### src/rtl/reg_pipeline.sv
// Elastic WIDTH x DEPTH register pipeline with valid/ready handshakes on both sides.
// Define REG_PIPELINE_OCC_EN to add the registered occupancy count output.
module reg_pipeline #(
    parameter int WIDTH = 16,
    parameter int DEPTH = 2
) (
    input  logic             clk,
    input  logic             clr,
    input  logic             flush,
    input  logic [WIDTH-1:0] in_data,
    input  logic             in_valid,
    output logic             in_ready,
    output logic [WIDTH-1:0] out_data,
    output logic             out_valid,
    input  logic             out_ready
`ifdef REG_PIPELINE_OCC_EN
    ,
    output logic [$clog2(DEPTH+1)-1:0] occupancy
`endif
);

    logic [WIDTH-1:0] r_data [DEPTH];
    logic [DEPTH-1:0] r_valid;
    logic [DEPTH-1:0] w_accept;
    logic [DEPTH-1:0] w_load_valid;
    logic [WIDTH-1:0] w_load_data [DEPTH];

    // Stage k accepts when it, or any stage between it and the output, has a hole, or the sink is ready.
    always_comb begin
        logic v_chain;
        v_chain  = out_ready;
        w_accept = '0;
        for (int k = DEPTH - 1; k >= 0; k--) begin
            v_chain     = v_chain || !r_valid[k];
            w_accept[k] = v_chain;
        end
    end

    assign in_ready  = w_accept[0] && !flush && !clr;
    assign out_data  = r_data[DEPTH-1];
    assign out_valid = r_valid[DEPTH-1];

    // Candidate word for each stage: upstream input for stage 0, the preceding stage otherwise.
    always_comb begin
        w_load_valid = '0;
        for (int k = 0; k < DEPTH; k++) begin
            w_load_data[k] = '0;
        end
        w_load_valid[0] = in_valid && in_ready;
        w_load_data[0]  = in_data;
        for (int k = 1; k < DEPTH; k++) begin
            w_load_valid[k] = r_valid[k-1];
            w_load_data[k]  = r_data[k-1];
        end
    end

    // Stage registers; data is only written when a valid word lands, so stalled or empty stages never toggle.
    always_ff @(posedge clk or posedge clr) begin
        if (clr) begin
            r_valid <= '0;
            for (int k = 0; k < DEPTH; k++) begin
                r_data[k] <= '0;
            end
        end else begin
            for (int k = 0; k < DEPTH; k++) begin
                if (flush) begin
                    r_valid[k] <= 1'b0;
                end else if (w_accept[k]) begin
                    r_valid[k] <= w_load_valid[k];
                end else begin
                    r_valid[k] <= r_valid[k];
                end
                if (!flush && w_accept[k] && w_load_valid[k]) begin
                    r_data[k] <= w_load_data[k];
                end
            end
        end
    end

`ifdef REG_PIPELINE_OCC_EN
    localparam int OW = $clog2(DEPTH + 1);

    logic [OW-1:0] r_occ;
    logic          w_xfer_in;
    logic          w_xfer_out;

    assign w_xfer_in  = in_valid && in_ready;
    assign w_xfer_out = r_valid[DEPTH-1] && out_ready;
    assign occupancy  = r_occ;

    // Count tracks the number of set valid bits; internal stage moves never change it.
    always_ff @(posedge clk or posedge clr) begin
        if (clr) begin
            r_occ <= '0;
        end else if (flush) begin
            r_occ <= '0;
        end else begin
            r_occ <= r_occ + OW'(w_xfer_in) - OW'(w_xfer_out);
        end
    end
`endif

endmodule

### config.mk
export PLATFORM = sky130hd
export DESIGN_NAME = reg_pipeline
export DESIGN_NICKNAME = d
export VERILOG_FILES = /design/src/rtl/reg_pipeline.sv
export SDC_FILE = /design/constraint.sdc
export NUM_CORES = 1
export LEC_CHECK = 0
export ABC_AREA = 1
export BUFFER_PORTS_ARGS = -buffer_cell sky130_fd_sc_hd__buf_2
export CORE_MARGIN = 1.5
export CORE_UTILIZATION = 40
export DETAILED_ROUTE_END_ITERATION = 16
export GPL_ROUTABILITY_DRIVEN = 1
export HOLD_SLACK_MARGIN = 0.02
export MAX_ROUTING_LAYER = met4
export PLACE_DENSITY = 0.64
export SLEW_MARGIN = 20
export SYNTH_ARGS = -nofsm -noshare
export SYNTH_HDL_FRONTEND = slang
export SYNTH_SLANG_ARGS = --single-unit
### constraint.sdc
create_clock -name clk -period 2.1 [get_ports clk]
set_input_delay 0.315 -clock clk [delete_from_list [all_inputs] [get_ports clk]]
set_output_delay 0.315 -clock clk [all_outputs]
set_load 0.05 [all_outputs]
==> flow_summary.toml <==
[cells_and_area]
syn2layout_area_growth_pct = 9.63
fill_cells = 400
layout_common_cells = "66 x nand2_1, 38 x buf_2, 34 x dfrtp_1, 16 x nand4_1, 16 x nand3_1"
mostFrequentLayoutCell = "nand2_1"
n_antenna_cell = 0
drive_above_1_share_pct = 26.7
layout.nets = 212

[detailed_routing]
num_vias = 1081
wire_per_inst_um = 11.7
drcViolationCount = 0
dr_wl_met2_um = 1180
ant_nets = 0
drt-initial-drc-count = 75
top_layer_used = "met4"
avgViaCountPerCell = 4.52
drt-met1-wl_um = 1430
drt-total-wl_um = 2810
routed-wl-met3_um = 131
drtPass1Iterations = 4

[clock_tree]
clk_root_buffer_cell = "clkbuf_8"
post-cts-setup-buffer-count = 0
holdBufCountCts = 0
cts_buffers = 5
cts_resized = 0
cts_buffer_depth = 2
cts_tree = "built"
clock_sinks = 34
clock_latency_ns = 0.28
cts.htree.levels = 2
path_clk_slew_ns = 0.06

[die]
rows = 22
die-area_mm2 = 0.00428
die_h_um = 65.4
die_w_um = 65.4
num_io_pins = 39
initial_utilization_pct = 42.3
core_area_mm2 = 0.00369

[sta]
hold_viol_final = 0
skew_ns = 0.00360
slew_headroom_pct = 65.3
worst_slew_pin_slew_ns = 0.519
worst_slack_ns = 0.681
timing.final.crit_share_pct = 67.6
setup_violations = 0
maxSlewViolCount = 0
fin_crit_ns = 1.42
max_freq_mhz = 705
setup_tns_ns = 0
rsz0062_at_grt = "false"

[yosys]
synth_warnings = 0
yosys.area_share.adder_pct = 0
synth-simple-area-share_pct = 31.1
synth.cell_area_mm2 = 0.00156
ys_ff_latch = 34
synth_fp_nets = 188
synthXorXnorAreaFrac_pct = 0
syn_inst = 167
yosysUniqueCellTypes = 15
synth_compound_area_share_pct = 0.642
synth_top_family_by_area = "simple AND/OR/NAND/NOR gates"
avgSynthCellArea_um2 = 9.34
ys_seq_area_share_pct = 54.6
muxShareOfSynthArea_pct = 0

[outcome]
status = "completed"

[critical_path]
crit_required_ns = 1.78
crit_path_end_kind = "primary output"
worstPathArrival_ns = 1.10
startpoint_type = "register"
crit_fanout = 3
criticalPathCategory = "register to primary output"

[placement]
dp_hpwl_um = 2030
pre_cts_slack_ns = 0.667
gp_congestion = 0.722
portBuffers = 38

[grt]
antenna_found_initial = 0
grt_pass1_wl_um = 4810
track_usage_pct = 15.8
grt_pass1_vias = 1033
grt_max_degree = 35
overflow = 0

[job]
maxCapViolCount = 0

[power]
p_per_area_mw_per_mm2 = 1060
peakVddDrop_mv = 0.396
power_leakage_uw = 0.000954

[min_path]
hold_class = "primary input to async pin"
## worst max-delay path, cell delays in order, from the launching register on
cell	delay, ns
dfrtp_1	0.40
nand3_2	0.09
nand2_1	0.05
inv_1	0.04
buf_2	0.24
## cells by family after synthesis
logic type | count (synthesis)
compound gates | 2
buf+inv | 28
simple gates | 103
flops | 34
## per-layer routing
| metal | GRT usage, % | vias to the layer above |
|---|---|---|
| li1 | - | 579 |
| met1 | 20.5 | 469 |
| met2 | 21.7 | 28 |
| met3 | 5.99 | 5 |
| met4 | 7.81 | 0 |
| met5 | - | - |
## registers in the layout, indices dropped and copies added (netlist names)
name and flops:
out_data 16, r_data 16, r_valid 2
## final timing paths
kind | slack (ns) | start | to | cells after the start
max | 0.68 | r_valid[1]$_DFFE_PP0P_ | in_ready | 4
min | 0.15 | clr | r_data[29]$_DFFE_PP0P_ | 3
max reg2reg | 0.70 | r_valid[1]$_DFFE_PP0P_ | out_data[11]$_DFFE_PP0P_ | 4
min reg2reg | 0.47 | out_data[6]$_DFFE_PP0P_ | out_data[6]$_DFFE_PP0P_ | 2
max in group asynchronous | 1.66 | clr | out_data[9]$_DFFE_PP0P_ | 3
min in group clk | 0.28 | in_data[11] | r_data[27]$_DFFE_PP0P_ | 3
## area by class of cell
type | instances | area (µm²) | share of cell area (%)
sequential | 34 | 851 | 49.8
multi-input combinational | 105 | 494 | 28.9
timing repair buffer | 41 | 213 | 12.4
clock buffer | 7 | 76.3 | 4.47
tap | 48 | 60.1 | 3.51
inverter | 4 | 15.0 | 0.878
## Yosys cell counts
master | number | area share (%)
nand2_1 | 66 | 16
dfrtp_1 | 34 | 55
buf_4 | 17 | 8.2
nand3_1 | 16 | 5.1
nand4_1 | 16 | 6.4
inv_1 | 4 | 0.96
buf_6 | 3 | 2.2
buf_2 | 2 | 0.64
clkbuf_8 | 2 | 1.8
nor2_4 | 2 | 1.4
a21oi_1 | 1 | 0.32
nand2_2 | 1 | 0.40
nand3_2 | 1 | 0.64
nand3_4 | 1 | 1.1
o21ai_0 | 1 | 0.32
## power breakdown
part	total, µW	internal (µW)	switching (µW)
logic	526	121	405
clock network	435	228	207
registers	856	782	73.7
## through the flow
step	cells	util (%)	cell area (µm²)	power, µW	hold WS (ns)
after floorplan	167	-	1560	1370	0.378
after global placement	232	44.3	1630	1390	0.457
after detailed placement	232	44.3	1630	1400	0.460
after CTS	239	46.3	1710	1840	0.160
after global routing	239	46.3	1710	1930	0.189
final	239	46.3	1710	1820	0.150
(Power assumes the default switching activity.)
